===== src/rtl/fir_output_stage_if.sv =====
// Output stream of the FIR output stage: signed sample with valid/ready handshake.
interface fir_output_stage_if #(
  parameter int BW_out = 8
);
  logic signed [BW_out-1:0] out_data;
  logic                     out_valid;
  logic                     out_ready;

  modport master (output out_data, output out_valid, input out_ready);
  modport slave  (input out_data, input out_valid, output out_ready);
endinterface


===== src/rtl/fir_output_stage.sv =====
// FIR output stage: optional decimation, round/shift/saturate to BW_out,
// then a small FIFO draining over valid/ready, with sticky saturation/overflow flags.
module fir_output_stage #(
  parameter int BW_sum = 15,
  parameter int BW_out = 8,
  parameter int SHIFT  = 4,
  parameter int DECIM  = 1,
  parameter int DEPTH  = 4
) (
  input  logic                      clk,
  input  logic                      reset,
  input  logic signed [BW_sum-1:0]  sum_in,
  input  logic                      sum_valid,
  input  logic                      clear_flags,
  fir_output_stage_if.master        out_bus,
  output logic [$clog2(DEPTH):0]    fifo_level,
  output logic                      sat_flag,
  output logic                      overflow
);

  localparam int EXT_W = BW_sum + 1;
  localparam int PTR_W = $clog2(DEPTH);
  localparam int LVL_W = PTR_W + 1;
  localparam int CNT_W = (DECIM > 1) ? $clog2(DECIM) : 1;

  // 2**SHIFT/2 is the half-LSB rounding constant, and collapses to 0 when SHIFT=0
  localparam logic signed [EXT_W-1:0] RND   = EXT_W'(2 ** SHIFT / 2);
  localparam logic signed [EXT_W-1:0] MAX_V = EXT_W'(2 ** (BW_out - 1) - 1);
  localparam logic signed [EXT_W-1:0] MIN_V = EXT_W'(-(2 ** (BW_out - 1)));

  function automatic logic signed [EXT_W-1:0] round_shift(input logic signed [BW_sum-1:0] x);
    logic signed [EXT_W-1:0] t;
    t = EXT_W'(x);
    t = t + RND;
    return t >>> SHIFT;
  endfunction

  function automatic logic is_clipped(input logic signed [EXT_W-1:0] r);
    return (r > MAX_V) || (r < MIN_V);
  endfunction

  function automatic logic signed [BW_out-1:0] saturate(input logic signed [EXT_W-1:0] r);
    if (r > MAX_V) return MAX_V[BW_out-1:0];
    if (r < MIN_V) return MIN_V[BW_out-1:0];
    return r[BW_out-1:0];
  endfunction

  // ---- stage 0: decimation select and rounding/saturation ----
  logic [CNT_W-1:0]         decim_cnt;
  logic                     vld_p0;
  logic signed [EXT_W-1:0]  rnd_p0;
  logic signed [BW_out-1:0] data_p0;
  logic                     clip_p0;

  assign vld_p0  = sum_valid && (decim_cnt == '0);
  assign rnd_p0  = round_shift(sum_in);
  assign data_p0 = saturate(rnd_p0);
  assign clip_p0 = is_clipped(rnd_p0);

  always_ff @(posedge clk or negedge reset) begin
    if (!reset) begin
      decim_cnt <= '0;
    end else if (sum_valid) begin
      decim_cnt <= (decim_cnt == CNT_W'(DECIM - 1)) ? '0 : decim_cnt + CNT_W'(1);
    end
  end

  // ---- stage 1: registered kept sample ----
  logic                     vld_p1;
  logic signed [BW_out-1:0] data_p1;

  always_ff @(posedge clk or negedge reset) begin
    if (!reset) vld_p1 <= 1'b0;
    else        vld_p1 <= vld_p0;
  end

  always_ff @(posedge clk) begin
    if (vld_p0) data_p1 <= data_p0;
  end

  // ---- stage 2: FIFO write and handshake drain ----
  logic signed [BW_out-1:0] mem [DEPTH];
  logic [PTR_W-1:0]         wr_ptr, rd_ptr;
  logic [LVL_W-1:0]         count;
  logic                     pop, push, drop;

  assign pop  = (count != '0) && out_bus.out_ready;
  // A full FIFO still accepts a write when the head leaves in the same cycle
  assign push = vld_p1 && ((count < LVL_W'(DEPTH)) || pop);
  assign drop = vld_p1 && !push;

  always_ff @(posedge clk) begin
    if (push) mem[wr_ptr] <= data_p1;
  end

  always_ff @(posedge clk or negedge reset) begin
    if (!reset) begin
      wr_ptr <= '0;
      rd_ptr <= '0;
      count  <= '0;
    end else begin
      if (push) wr_ptr <= wr_ptr + PTR_W'(1);
      if (pop)  rd_ptr <= rd_ptr + PTR_W'(1);
      count <= count + LVL_W'(push) - LVL_W'(pop);
    end
  end

  // Set events take priority over a simultaneous clear
  always_ff @(posedge clk or negedge reset) begin
    if (!reset) begin
      sat_flag <= 1'b0;
      overflow <= 1'b0;
    end else begin
      if (vld_p0 && clip_p0) sat_flag <= 1'b1;
      else if (clear_flags)  sat_flag <= 1'b0;
      if (drop)              overflow <= 1'b1;
      else if (clear_flags)  overflow <= 1'b0;
    end
  end

  assign out_bus.out_valid = (count != '0);
  assign out_bus.out_data  = (count != '0) ? mem[rd_ptr] : '0;
  assign fifo_level        = count;

endmodule


===== src/flat_wrapper.sv =====
// flat-port wrapper written by rule: the top's interface ports become plain ports
module fir_output_stage_flat 
#(
  parameter int BW_sum = 15,
  parameter int BW_out = 8,
  parameter int SHIFT  = 4,
  parameter int DECIM  = 1,
  parameter int DEPTH  = 4
)
  (clk, reset, sum_in, sum_valid, clear_flags, fifo_level, sat_flag, overflow, out_bus_out_data, out_bus_out_valid, out_bus_out_ready);
  fir_output_stage_if #(.BW_out(BW_out)) out_bus_i ();
  input  logic clk;
  input  logic reset;
  input  logic signed [BW_sum-1:0] sum_in;
  input  logic sum_valid;
  input  logic clear_flags;
  output logic [$clog2(DEPTH):0] fifo_level;
  output logic sat_flag;
  output logic overflow;
  output wire logic [$bits(out_bus_i.out_data)-1:0] out_bus_out_data;
  output wire logic [$bits(out_bus_i.out_valid)-1:0] out_bus_out_valid;
  input wire logic [$bits(out_bus_i.out_ready)-1:0] out_bus_out_ready;
  assign out_bus_out_data = out_bus_i.out_data;
  assign out_bus_out_valid = out_bus_i.out_valid;
  assign out_bus_i.out_ready = out_bus_out_ready;
  fir_output_stage #(.BW_sum(BW_sum), .BW_out(BW_out), .SHIFT(SHIFT), .DECIM(DECIM), .DEPTH(DEPTH)) u_core (.clk(clk), .reset(reset), .sum_in(sum_in), .sum_valid(sum_valid), .clear_flags(clear_flags), .out_bus(out_bus_i), .fifo_level(fifo_level), .sat_flag(sat_flag), .overflow(overflow));
endmodule

===== config.mk =====
export PLATFORM = sky130hd
export DESIGN_NAME = fir_output_stage_flat
export DESIGN_NICKNAME = d
export VERILOG_FILES = /design/src/rtl/fir_output_stage_if.sv /design/src/rtl/fir_output_stage.sv /design/src/flat_wrapper.sv
export SDC_FILE = /design/constraint.sdc
export NUM_CORES = 1
export LEC_CHECK = 0
export CORE_ASPECT_RATIO = 1.1
export CORE_MARGIN = 8
export CORE_UTILIZATION = 34
export CTS_CLUSTER_DIAMETER = 150
export CTS_CLUSTER_SIZE = 16
export DETAILED_ROUTE_END_ITERATION = 10
export DONT_BUFFER_PORTS = 1
export PLACE_DENSITY_LB_ADDON = 0.1
export SLEW_MARGIN = 20
export SYNTH_ARGS = -nofsm -noshare
export SYNTH_HDL_FRONTEND = slang
export SYNTH_SLANG_ARGS = --single-unit

===== constraint.sdc =====
create_clock -name clk -period 3.29 [get_ports clk]
set_clock_uncertainty 0.1 [all_clocks]
set_input_delay 0.329 -clock clk [delete_from_list [all_inputs] [get_ports clk]]
set_output_delay 0.329 -clock clk [all_outputs]
set_load 0.005 [all_outputs]

# Word-level counts from Yosys, hierarchy flattened
# Memories as Yosys holds them, arrays and structs flattened.
# Cells that the tools add are included.
[totals]
mem_count = 1
elab_cells = 44
romBits = 0
latch_bits = 0
output_inout_bits = 14
reg_bits = 19
input_bits = 20
ramBits = 32
[memory_table]
columns = ["memory", "words", "width", "rd", "rd_clocked_by_memory_dff", "write_ports", "line", "rtl"]
rows = [
  ["u_core.mem", 4, 8, 1, 0, 1, "fir_output_stage.sv:82", "logic signed [BW_out-1:0] mem [DEPTH];"],
]
[classes]
div = 0
mux = 14
multipliers = 0
shift = 0
bitwise = 1
reduce_logical = 11
magnitude_cmp = 3
n_eq_ne = 0
addsub = 6
[op_table]
columns = ["operator", "count"]
rows = [
  ["$mux W8", 5],
  ["$add A15 B5 Y16 const B", 1],
  ["$gt A12 B8 Y1 const B", 1],
  ["$lt A12 B8 Y1 const B", 1],
  ["$mux W1", 9],
  ["$logic_and A1 B1 Y1", 5],
  ["$add A2 B1 Y2 const B", 2],
  ["$reduce_bool A2 Y1", 2],
  ["$add A3 B1 Y3", 1],
  ["$lt A3 B3 Y1 const B", 1],
  ["$reduce_bool A3 Y1", 1],
  ["$sub A3 B1 Y3", 1],
  ["$logic_or A1 B1 Y1", 2],
  ["$add A1 B1 Y1 const B", 1],
  ["$logic_not A1 Y1", 1],
  ["$not A1 Y1", 1],
]

# Depth between registers and ports, before layout
# Gate-level depths: netlist of the first run.
[logic_depth]
depth_word = 7
ltp_mapped = 10
depth_no_buf = 9

# Worst setup path before layout of the first run
# OpenSTA, ideal clock, no wires.
[synth_timing]
path_type = "reg2reg"
start = "reg u_core.count[2] (netlist: u_core.fifo_level[2])"
end = "reg u_core.count[2] (netlist: u_core.fifo_level[2])"
setup_ps = 125
path_buffers = 1
slack_ps = 821
period_less_slack_ps = 2469
path_stages_with_launch = 11
required_ps = 3065
t_arrival_ps = 2244
cell_sequence = "dfrtp_1 or3_1 clkbuf_1 and2_1 ha_1 inv_1 ha_1 inv_1 fa_1 xnor2_1 xnor2_1"
[synth_via]
elab_chain_len = 6
word_cells_on_any_way = 7
classes_between = "add/sub (2); order compare (1); reduce/logical (4)"
[synth_lines]
columns = ["element", "line", "rtl"]
rows = [
  ["start: declaration", "fir_output_stage.sv:84", "logic [LVL_W-1:0] count;"],
  ["start signal: assignment", "fir_output_stage.sv:104", "count <= count + LVL_W'(push) - LVL_W'(pop);"],
  ["$reduce_bool A3 Y1 (*)", "--", ""],
  ["net out_bus_out_valid", "flat_wrapper.sv:21", "output wire logic [$bits(out_bus_i.out_valid)-1:0] out_bus_out_valid;"],
  ["$logic_and A1 B1 Y1 (*)", "fir_output_stage.sv:87", "assign pop = (count != '0) && out_bus.out_ready;"],
  ["net u_core.pop", "fir_output_stage.sv:85", "logic pop, push, drop;"],
  ["$logic_or A1 B1 Y1", "fir_output_stage.sv:89", "assign push = vld_p1 && ((count < LVL_W'(DEPTH)) || pop);"],
  ["$logic_and A1 B1 Y1", "fir_output_stage.sv:89", ""],
  ["$add A3 B1 Y3", "fir_output_stage.sv:104", ""],
  ["$sub A3 B1 Y3 (*)", "fir_output_stage.sv:104", ""],
]
# The timed path passes the listed nets; every way through them passes the cells marked *.
# A chain may end at the register's enable or synchronous reset.

# Worst setup path after layout of the first run
# Ends and elaborated chain as after synthesis.

==> out/metrics.yaml, run 1 <==
grt:
  grt_pass1_vias: 1272
  antenna_found_initial: 0
  overflow: 0
  grt_max_degree: 17
  grt.busiest_layer: "met2"
  grt_pass1_wl_um: 6458
  use_met1: 0.09618
  use_met2: 0.1629
  grt_usage: 0.09131
  grtUsageMet3: 0.03428
cells_and_area:
  drive_above_1_share: 0.1333
  diodes: 0
  syn2layout_area_growth_pct: 9.004
  fin_cells: 232
  final_nets: 177
yosys:
  syn-instance-count: 143
  synthSimpleGateAreaFrac: 0.09454
  synth_fa_ha_area_frac: 0.04840
  yosysTopAreaCell: "edfxtp_1"
  synth-compound-area-share: 0.05740
  synth_top_family_by_area: "simple AND/OR/NAND/NOR gates"
  ys_types: 33
  synthTopCellsByArea: "edfxtp_1 (54%), dfrtp_1 (11%), mux4_2 (8.1%), and2_1 (3.9%), ha_1 (3.9%)"
  ys_seq_area_frac: 0.6528
  synth_top_area_frac: 0.5402
  yosys_warnings: 0
  synthMuxAreaShare: 0.08104
  avgSynthCellArea_um2: 15.55
  synth_xor_area_frac: 0.04333
  synth_nets: 171
  syn-cell-area_mm2: 0.002223
  ys_ff_latch: 50
timing:
  rsz0062_at_grt: "no"
  max-slew-margin-rel: 0.5885
  report.final.hold_viol_count: 0
  fin_crit_sh: 0.8090
  period_needed_ns: 2.662
  tightest_slew_ns: 0.6173
  fmax_mhz: 375.7
  slew_violations: 0
  setup-tns-final_ns: 0
  setup_viol: 0
  hold_ws_ns: 0.03907
critical_path:
  end_kind: "flip-flop"
  reg2reg_depth: 9
  crit_required_ns: 3.41
  crit_path_start_kind: "flip-flop"
  rrSetupSlack_ns: 0.63
  reg2reg_to: "u_core.fifo_level[2]"
  path_class: "flip-flop to flip-flop"
  reg2reg_from: "u_core.fifo_level[2]"
  critPathArrivalTime_ns: 2.78
  crit_fanout: 10
placed_design:
  place.gp.congestion: 0.7042
  portBuffers: 0
  dpl.hpwl_um: 2956
  dp_cells: 222
routing:
  wire_per_inst_um: 17.46
  drt_first_pass_iters: 6
  vias_per_cell: 4.991
  ant_nets: 0
  drt-initial-drc-count: 84
  routed_wl_um: 4051
  vias: 1158
  drcViolationCount: 0
hold_path:
  hold_end: "u_core.data_p1[7]"
  hold_depth: 0
  min_path_type: "primary input to flip-flop"
  hp-start: "sum_valid"
clock_network:
  root_buffer: "clkbuf_8"
  cts.sinks: 50
  cts_tree: "built"
  numCtsBuffers: 5
  htree_levels: 2
  clk_pin_slew_ns: 0.09
  clock_path_buffers: 2
  clk_latency_ns: 0.29
  post_cts_resized: 0
pwr:
  power_frac_clock: 0.202
  ir_drop_uv: 221.5
  power_frac_comb: 0.249
  pwr_density_cell_mw_per_mm2: 714.9
  p_leak_nw: 0.8296
  p_int_w: 0.001208
  p_switching_w: 0.0005244
  p_sw_frac: 0.3026
  seq_power_share: 0.549
floorplan:
  ios: 34
  die_w_um: 93.11
  rows: 31
  die_area_mm2: 0.009386
  design.core.area_mm2: 0.006477
  start_util: 0.3432
  fp.dieH_um: 100.8
outcome:
  status: "completed"
run:
  cap_violations: 0
state kept, by name, summed over array words and instances, names as in the netlist:
signal and flops:
u_core.vld_p1 1, u_core.overflow 1, u_core.fifo_level 3, u_core.sat_flag 1, u_core.mem 32, u_core.rd_ptr 2
u_core.data_p1 8, u_core.wr_ptr 2
kinds of logic after synthesis:
kind of cell / Yosys count
buf+inv: 13
mux: 8
fa+ha+maj: 8
compound gates: 18
simple gates: 35
flops: 50
xor+xnor: 11
Yosys cell counts:
library cell,count
and3_1,1
a311o_1,1
and4_4,1
nor3_1,1
o31a_1,1
nand3_1,2
a32o_1,1
a221o_1,1
a21oi_1,1
o41ai_1,1
xor2_1,4
a2111oi_0,1
nand3b_1,1
dfrtp_1,10
nand2_1,5
clkbuf_1,2
buf_2,1
xnor2_1,7
a21oi_2,1
nand4_1,5
o211a_2,1
and3_4,1
or3_1,1
fa_1,1
a21boi_1,1
nor2_1,2
inv_1,10
o21ai_0,8
ha_1,7
and2_1,14
nor3b_1,1
edfxtp_1,40
mux4_2,8
metrics by stage:
stage	setup WS [ns]	area (µm²)	power (W)	utilization
global placement	0.6428	2313	0.001393	0.3572
CTS	0.5639	2424	0.001768	0.3742
global route	0.4319	2424	0.001850	0.3742
floorplan	0.8212	2223	0.001297	-
finish	0.6284	2424	0.001733	0.3742
detailed placement	0.5951	2313	0.001420	0.3572
worst max-delay path by stage:
stage                              start                   end  cells past startpoint
CTS                 u_core.fifo_level[2]  u_core.fifo_level[2]                      9
global route        u_core.fifo_level[2]  u_core.fifo_level[2]                      9
global placement    u_core.fifo_level[2]  u_core.fifo_level[2]                      9
detailed placement  u_core.fifo_level[2]  u_core.fifo_level[2]                      9
finish              u_core.fifo_level[2]  u_core.fifo_level[2]                      9
floorplan           u_core.fifo_level[2]  u_core.fifo_level[2]                     10
final cells by class:
type	count	area, µm²
Multi-Input combinational cell	80	721.9
Clock buffer	5	68.82
Tap cell	82	102.6
Inverter	10	37.54
Timing Repair Buffer	2	20.02
Sequential cell	50	1451
Fill cell	612	4054
Clock inverter	3	21.27
repair_timing:
action	4_1_cts	5_1_grt
endpoints found under the hold margin	11	0
hold buffers	2	0
setup buffers	0	0
setup endpoints to repair	0	0
per-layer routing:
metal	wire (µm)	up-vias
met5	0	-
met2	2028	32
met1	1724	575
li1	-	549
met3	273	2
met4	25	0
cells in the final DEF, fill, tap and decap left out, types with 4 or more instances in the layout:
| cell type | count |
|---|---|
| xnor2_1 | 7 |
| o21ai_0 | 8 |
| clkbuf_8 | 5 |
| ha_1 | 7 |
| nand2_1 | 5 |
| and2_1 | 14 |
| nand4_1 | 5 |
| dfrtp_1 | 10 |
| inv_1 | 10 |
| edfxtp_1 | 40 |
| xor2_1 | 4 |
| mux4_2 | 8 |
power groups by stage:
stage,Clock [W],Sequential (W),Combinational (W)
after detailed placement,0,0.000976,0.000443
final,0.000350,0.000952,0.000431
after CTS,0.000358,0.000962,0.000448
after global routing,0.000381,0.000975,0.000494
after floorplan,0,0.000888,0.000409
after global placement,0,0.000967,0.000427
worst max-delay path, cell delays in order (launching register included):
cell,delay [ns]
dfrtp_1,0.45
or3_1,0.56
and2_1,0.27
ha_1,0.27
inv_1,0.06
ha_1,0.13
inv_1,0.05
fa_1,0.37
xnor2_1,0.19
xnor2_1,0.14
Power figures use the tool's default switching activity.
==> run 2, diff against run 1 <==
==> constraint.sdc (replaced) <==
create_clock -name clk -period 2.8 [get_ports clk]
set_clock_uncertainty 0.1 [all_clocks]
set_input_delay 0.28 -clock clk [delete_from_list [all_inputs] [get_ports clk]]
set_output_delay 0.28 -clock clk [all_outputs]
set_load 0.005 [all_outputs]
==> run 2 against run 1 <==
Global-route usage increased by 0.49 points. Core utilization increased by 0.42 points. Die area unchanged. Clock power increased by 40%. Non-clock buffer count increased by 1. Sequential share of layout area decreased by 0.67 points. Largest power group unchanged. Combinational power increased by 20%. Via count decreased by 0.17%. Sequential power increased by 18%. Cell area increased by 1.1%. Final cell count increased by 0.43%.
==> out/metrics.yaml, run 2 (synthesis gave the netlist of run 1 again) <==
outcome:
  status: "completed"
cells_and_area:
  final_nets: 178  # +0.56%
  drive_above_1_share: 0.1325  # -0.0008830
  top_register: "u_core.mem"
  largest_register_ffs: 32  # unchanged
  final_cell_mix: "edfxtp_1 (40), and2_1 (14), inv_1 (10), dfrtp_1 (10)"
  layout_commonest_cell: "edfxtp_1"
  syn2layout_area_growth_pct: 10.24
  diodes: 0  # unchanged
critical_path:
  max_stage_delay_ns: 0.46  # -0.10 ns
  crit_required_ns: 2.92  # -0.49 ns
  path_delay_family: "adder cells"
  crit_path_start_kind: "flip-flop"
  path_class: "flip-flop to flip-flop"
  crit_path_cell_trace: "or3_1 > and2_1 > ha_1 > inv_1 > ha_1 > inv_1 > fa_1 > xnor2_1 > xnor2_1"
  crit_buf_inv: 2  # unchanged
  slowest_stage: "dfrtp_1"
  end_kind: "flip-flop"
  crit_fanout: 5  # -5
  critPathArrivalTime_ns: 2.55  # -0.23 ns
grt:
  antenna_found_initial: 0  # unchanged
  grt_pass1_vias: 1241  # -2.4%
  grt_pass1_wl_um: 6900  # +6.8%
  grt_usage: 0.09620  # +0.004885
  overflow: 0  # unchanged
  grt_max_degree: 16  # -1
timing:
  max-slew-margin-rel: 0.6017  # +0.01317
  fmax_mhz: 411.0  # +9.4%
  setup_viol: 0  # unchanged
  rsz0062_at_grt: "no"
  tightest_slew_ns: 0.5975  # -0.01975 ns
  report.final.hold_viol_count: 0  # unchanged
  slew_violations: 0  # unchanged
  setup-tns-final_ns: 0  # unchanged
  hold_ws_ns: 0.03491  # -0.004159 ns
  period_needed_ns: 2.433  # -0.2285 ns
  fin_crit_sh: 0.8690  # +0.05997
floorplan:
  die_w_um: 93.11  # unchanged
  start_util: 0.3432  # unchanged
  design.core.area_mm2: 0.006477  # unchanged
  rows: 31  # unchanged
  die_area_mm2: 0.009386  # unchanged
  fp.dieH_um: 100.8  # unchanged
  ios: 34  # unchanged
pwr:
  pwr_density_cell_mw_per_mm2: 866.4  # +21%
  ir_drop_uv: 261.7  # +18%
  p_leak_nw: 0.8412  # +1.4%
clock_network:
  cts.sinks: 50  # unchanged
  cts_tree: "built"
  htree_levels: 2  # unchanged
  clk_pin_slew_ns: 0.08  # about the same
  numCtsBuffers: 5  # unchanged
  clock_path_buffers: 2  # unchanged
  root_buffer: "clkbuf_8"
  clk_latency_ns: 0.29  # about the same
  postCtsSetupRepairBufs: 0  # unchanged
hold_path:
  min_path_type: "primary input to flip-flop"
routing:
  routed_wl_um: 4099  # +1.2%
  wire_per_inst_um: 17.59  # +0.75%
  vias_per_cell: 4.961  # -0.60%
  drt-initial-drc-count: 46  # -45%
  ant_nets: 0  # unchanged
  drcViolationCount: 0  # unchanged
  drt_first_pass_iters: 4  # -2
  vias: 1156  # -0.17%
placed_design:
  portBuffers: 0  # unchanged
  place.gp.congestion: 0.6942  # -1.4%
  dpl.hpwl_um: 2990  # +1.2%
run:
  cap_violations: 0  # unchanged
==> run 2: cell types whose count changed in the layout (fill, tap and decap cells not counted), sizes merged <==
| cell | delta |
|---|---|
| clkbuf | +1 |
| bufinv | +1 |
| clkinv | -2 |
| buf | +1 |
==> run 2: timing repair <==
item / CTS / global route
hold endpoints to repair: 19 / 0
setup endpoints to repair: 0 / 0
resized for setup: 0 / 0
hold buffers: 2 / 0
==> run 2: cell type report <==
type	count	area, µm²
Clock buffer	6	72.57
Clock inverter	2	37.54
Fill cell	617	4026
Inverter	10	37.54
Multi-Input combinational cell	80	721.9
Sequential cell	50	1451
Tap cell	82	102.6
Timing Repair Buffer	3	27.53
==> run 2: per-stage QoR <==
step	utilization	instances	power (W)	area, µm²	setup WS (ns)
finish	0.3784	233	0.002124	2451	0.3669
global route	0.3784	233	0.002263	2451	0.2074
CTS	0.3784	233	0.002174	2451	0.3572
detailed placement	0.3583	223	0.001672	2321	0.3816
global placement	0.3583	223	0.001644	2321	0.4038
floorplan	-	143	0.001524	2223	0.3312
==> run 2: worst reg2reg max path: cells and delay by family, from the launching register on <==
kind                       cells  cell delay [ns]
buffers and inverters          2             0.11
xor gates and xnor gates       2             0.32
DFF                            1             0.46
and+or+nand+nor                2             0.60
adders and majority gates      3             0.77
==> run 2: final timing paths <==
check,depth (start not counted),slack [ns],from,to
hold reg to reg,0,0.40,u_core.data_p1[7],u_core.mem[0][7]
setup / recovery,9,0.37,u_core.fifo_level[2],u_core.fifo_level[2]
hold / removal,1,0.03,sum_valid,u_core.sat_flag
setup reg to reg,9,0.37,u_core.fifo_level[2],u_core.fifo_level[2]
min in group asynchronous,1,0.27,reset,u_core.fifo_level[0]
max in group asynchronous,1,2.02,reset,u_core.vld_p1
==> run 2: layer usage <==
metal / track usage / wire, µm / share of wire / up-vias
li1: - / - / - / 550
met1: 0.1165 / 1752 / 0.43 / 570
met2: 0.1553 / 2021 / 0.49 / 29
met3: 0.03055 / 260 / 0.063 / 7
met4: 0.03722 / 64 / 0.016 / 0
met5: 0 / 0 / 0 / -
==> run 2: power breakdown <==
| part | total (W) | switching (W) | leakage [nW] | internal, W |
|---|---|---|---|---|
| clock | 0.000489 | 0.000223 | 0.0514 | 0.000267 |
| sequential | 0.00112 | 0.000145 | 0.489 | 0.000972 |
| combinational | 0.000517 | 0.000238 | 0.301 | 0.000279 |
==> run 3, diff against run 2 <==
--- a/config.mk
+++ b/config.mk
@@ -5,13 +5,14 @@
 export SDC_FILE = /design/constraint.sdc
 export NUM_CORES = 1
 export LEC_CHECK = 0
+export ABC_CLOCK_PERIOD_IN_PS = 2800
+export BUFFER_PORTS_ARGS = -buffer_cell sky130_fd_sc_hd__buf_2
 export CORE_ASPECT_RATIO = 1.1
 export CORE_MARGIN = 8
 export CORE_UTILIZATION = 34
 export CTS_CLUSTER_DIAMETER = 150
 export CTS_CLUSTER_SIZE = 16
 export DETAILED_ROUTE_END_ITERATION = 10
-export DONT_BUFFER_PORTS = 1
 export PLACE_DENSITY_LB_ADDON = 0.1
 export SLEW_MARGIN = 20
 export SYNTH_ARGS = -nofsm -noshare
==> run 3 against run 2 <==
Global-route usage fell by 0.082 points. Flip-flop and latch count stayed put. Combinational power up 25%. First-iteration DRC count grew 28%. Worst hold slack gained 0.11 ns. Non-clock buffer count rose by 29. Wire length increased by 1.1%. Final cell count increased by 12%. Worst setup slack improved by 0.018 ns. Core utilization up 2.2 points. Largest power group unchanged. Via count is 11% higher. Total power increased by 5.9%. Critical path type unchanged.
==> out/metrics.yaml, run 3 (synthesis gave the netlist of run 1 again) <==
timing:
  period_needed_ns: 2.415  # -0.01846 ns
  max-slew-margin-rel: 0.5995  # -0.002205
  tightest_slew_ns: 0.6008  # +0.003308 ns
  report.final.hold_viol_count: 0  # unchanged
  setup_viol: 0  # unchanged
  fin_crit_sh: 0.8624  # -0.006592
  rsz0062_at_grt: "no"
  slew_violations: 0  # unchanged
  setup-tns-final_ns: 0  # unchanged
  fmax_mhz: 414.1  # +0.76%
routing:
  drt-initial-drc-count: 59  # +28%
  ant_nets: 0  # unchanged
  routed_wl_um: 4145  # +1.1%
  drcViolationCount: 0  # unchanged
  wire_per_inst_um: 15.82  # -10%
  drt_first_pass_iters: 4  # unchanged
  vias: 1279  # +11%
  vias_per_cell: 4.882  # -1.6%
cells_and_area:
  layout_commonest_cell: "edfxtp_1"
  final_nets: 207  # +16%
  top_register: "u_core.mem"
  final_cell_mix: "edfxtp_1 (40), buf_2 (30), and2_1 (14)"
  syn2layout_area_growth_pct: 16.54
  largest_register_ffs: 32  # unchanged
  seq_area_mm2: 0.001451  # unchanged
  multi_input_area_um2: 721.9  # unchanged
  drive_above_1_share: 0.2778  # +0.1453
  diodes: 0  # unchanged
  utilization: 0.4000  # +0.02163
  fillerInstances: 599  # -2.9%
grt:
  grt.busiest_layer: "met2"
  use_met2: 0.1618  # +0.006561
  grt_pass1_vias: 1403  # +13%
  antenna_found_initial: 0  # unchanged
  grtUsageMet3: 0.02906  # -0.001490
  overflow: 0  # unchanged
  grt_max_degree: 16  # unchanged
  grt_usage: 0.09537  # -0.0008226
  use_met1: 0.1122  # -0.004263
  grt_pass1_wl_um: 6927  # +0.39%
critical_path:
  end_kind: "flip-flop"
  crit_path_start_kind: "flip-flop"
  path_class: "flip-flop to flip-flop"
  crit_fanout: 5  # unchanged
  crit_required_ns: 2.92  # about the same
  critPathArrivalTime_ns: 2.54  # about the same
pwr:
  p_sw_frac: 0.2887  # +0.003372
  p_switching_w: 0.0006492  # +7.1%
  ir_drop_uv: 317.5  # +21%
  p_leak_nw: 0.9564  # +14%
  power_frac_comb: 0.287  # +0.043
  power_frac_clock: 0.220  # -0.010
  seq_power_share: 0.493  # -0.033
  pwr_density_cell_mw_per_mm2: 867.9  # +0.17%
  p_int_w: 0.001600  # +5.4%
placed_design:
  dpl.hpwl_um: 3086  # +3.2%
  portBuffers: 30  # +30
  place.gp.congestion: 0.7791  # +12%
hold_path:
  min_path_type: "primary input to flip-flop"
floorplan:
  rows: 31  # unchanged
  start_util: 0.3432  # unchanged
  die_w_um: 93.11  # unchanged
  die_area_mm2: 0.009386  # unchanged
  design.core.area_mm2: 0.006477  # unchanged
  fp.dieH_um: 100.8  # unchanged
  ios: 34  # unchanged
outcome:
  status: "completed"
clock_network:
  clk_pin_slew_ns: 0.09  # about the same
  root_buffer: "clkbuf_8"
  clk_latency_ns: 0.30  # about the same
  cts_tree: "built"
  htree_levels: 2  # unchanged
  postCtsSetupRepairBufs: 0  # unchanged
  clock_path_buffers: 2  # unchanged
  cts.sinks: 50  # unchanged
  numCtsBuffers: 5  # unchanged
run:
  cap_violations: 0  # unchanged
## run 3: cell types whose count changed in the layout (fill, tap and decap cells not counted)
cell,before,now
dlygate4sd3_1,2,1
buf_2,0,30
## run 3: power groups by stage
stage	clock, W	sequential, W	combinational (W)
CTS	0.000507	0.00112	0.000670
finish	0.000494	0.00111	0.000646
global route	0.000543	0.00113	0.000738
floorplan	0	0.00104	0.000481
detailed placement	0	0.00113	0.000666
global placement	0	0.00112	0.000653
## run 3: worst max-delay path: stages, from the launching register on
cell and delay [ns]:
dfrtp_1 0.44, or3_1 0.40, and2_1 0.20, ha_1 0.27, inv_1 0.06, ha_1 0.13, inv_1 0.05, fa_1 0.37
xnor2_1 0.19, xnor2_1 0.14
## run 3: metrics by stage
stage	total power, W	hold WS, ns	setup WS (ns)	instances	cell area [µm²]
3_3_place_gp	0.001774	0.04874	0.4488	253	2471
4_1_cts	0.002295	0.1325	0.3862	262	2591
6_report	0.002249	0.1424	0.3854	262	2591
3_5_place_dp	0.001800	0.05633	0.4283	253	2471
5_1_grt	0.002414	0.1304	0.2694	262	2591
2_1_floorplan	0.001524	-0.1156	0.3312	143	2223
## run 3: area by class of cell
| class | count | share of cell area |
|---|---|---|
| repair buffers | 32 | 0.06470 |
| inverters | 10 | 0.01449 |
| clock buffers | 6 | 0.02801 |
| flip-flops and latches | 50 | 0.5601 |
| well taps | 82 | 0.03959 |
| multi-input cells | 80 | 0.2786 |
| clock inverters | 2 | 0.01449 |
## run 3: path summary, 6_finish.rpt
path                                      startpoint                   end  slack (ns)  depth (start not counted)
worst max register to register  u_core.fifo_level[2]  u_core.fifo_level[2]        0.39                          9
worst max-delay path            u_core.fifo_level[2]  u_core.fifo_level[2]        0.39                          9
max in group asynchronous                      reset  u_core.fifo_level[0]        2.13                          2
worst min-delay path                       sum_valid         u_core.vld_p1        0.14                          1
min in group asynchronous                      reset  u_core.fifo_level[2]        0.27                          2
worst min register to register     u_core.data_p1[7]      u_core.mem[2][7]        0.40                          0
## run 3: what timing repair did
| action | 4_1_cts | 5_1_grt |
|---|---|---|
| endpoints found under the hold margin | 10 | 0 |
| resized for setup | 0 | 0 |
| hold buffers | 1 | 0 |
## run 3: metal layers
metal	wire length (µm)	up-vias
met1	1891	637
met3	174	5
met4	49	0
met2	2029	26
met5	0	-
li1	-	611
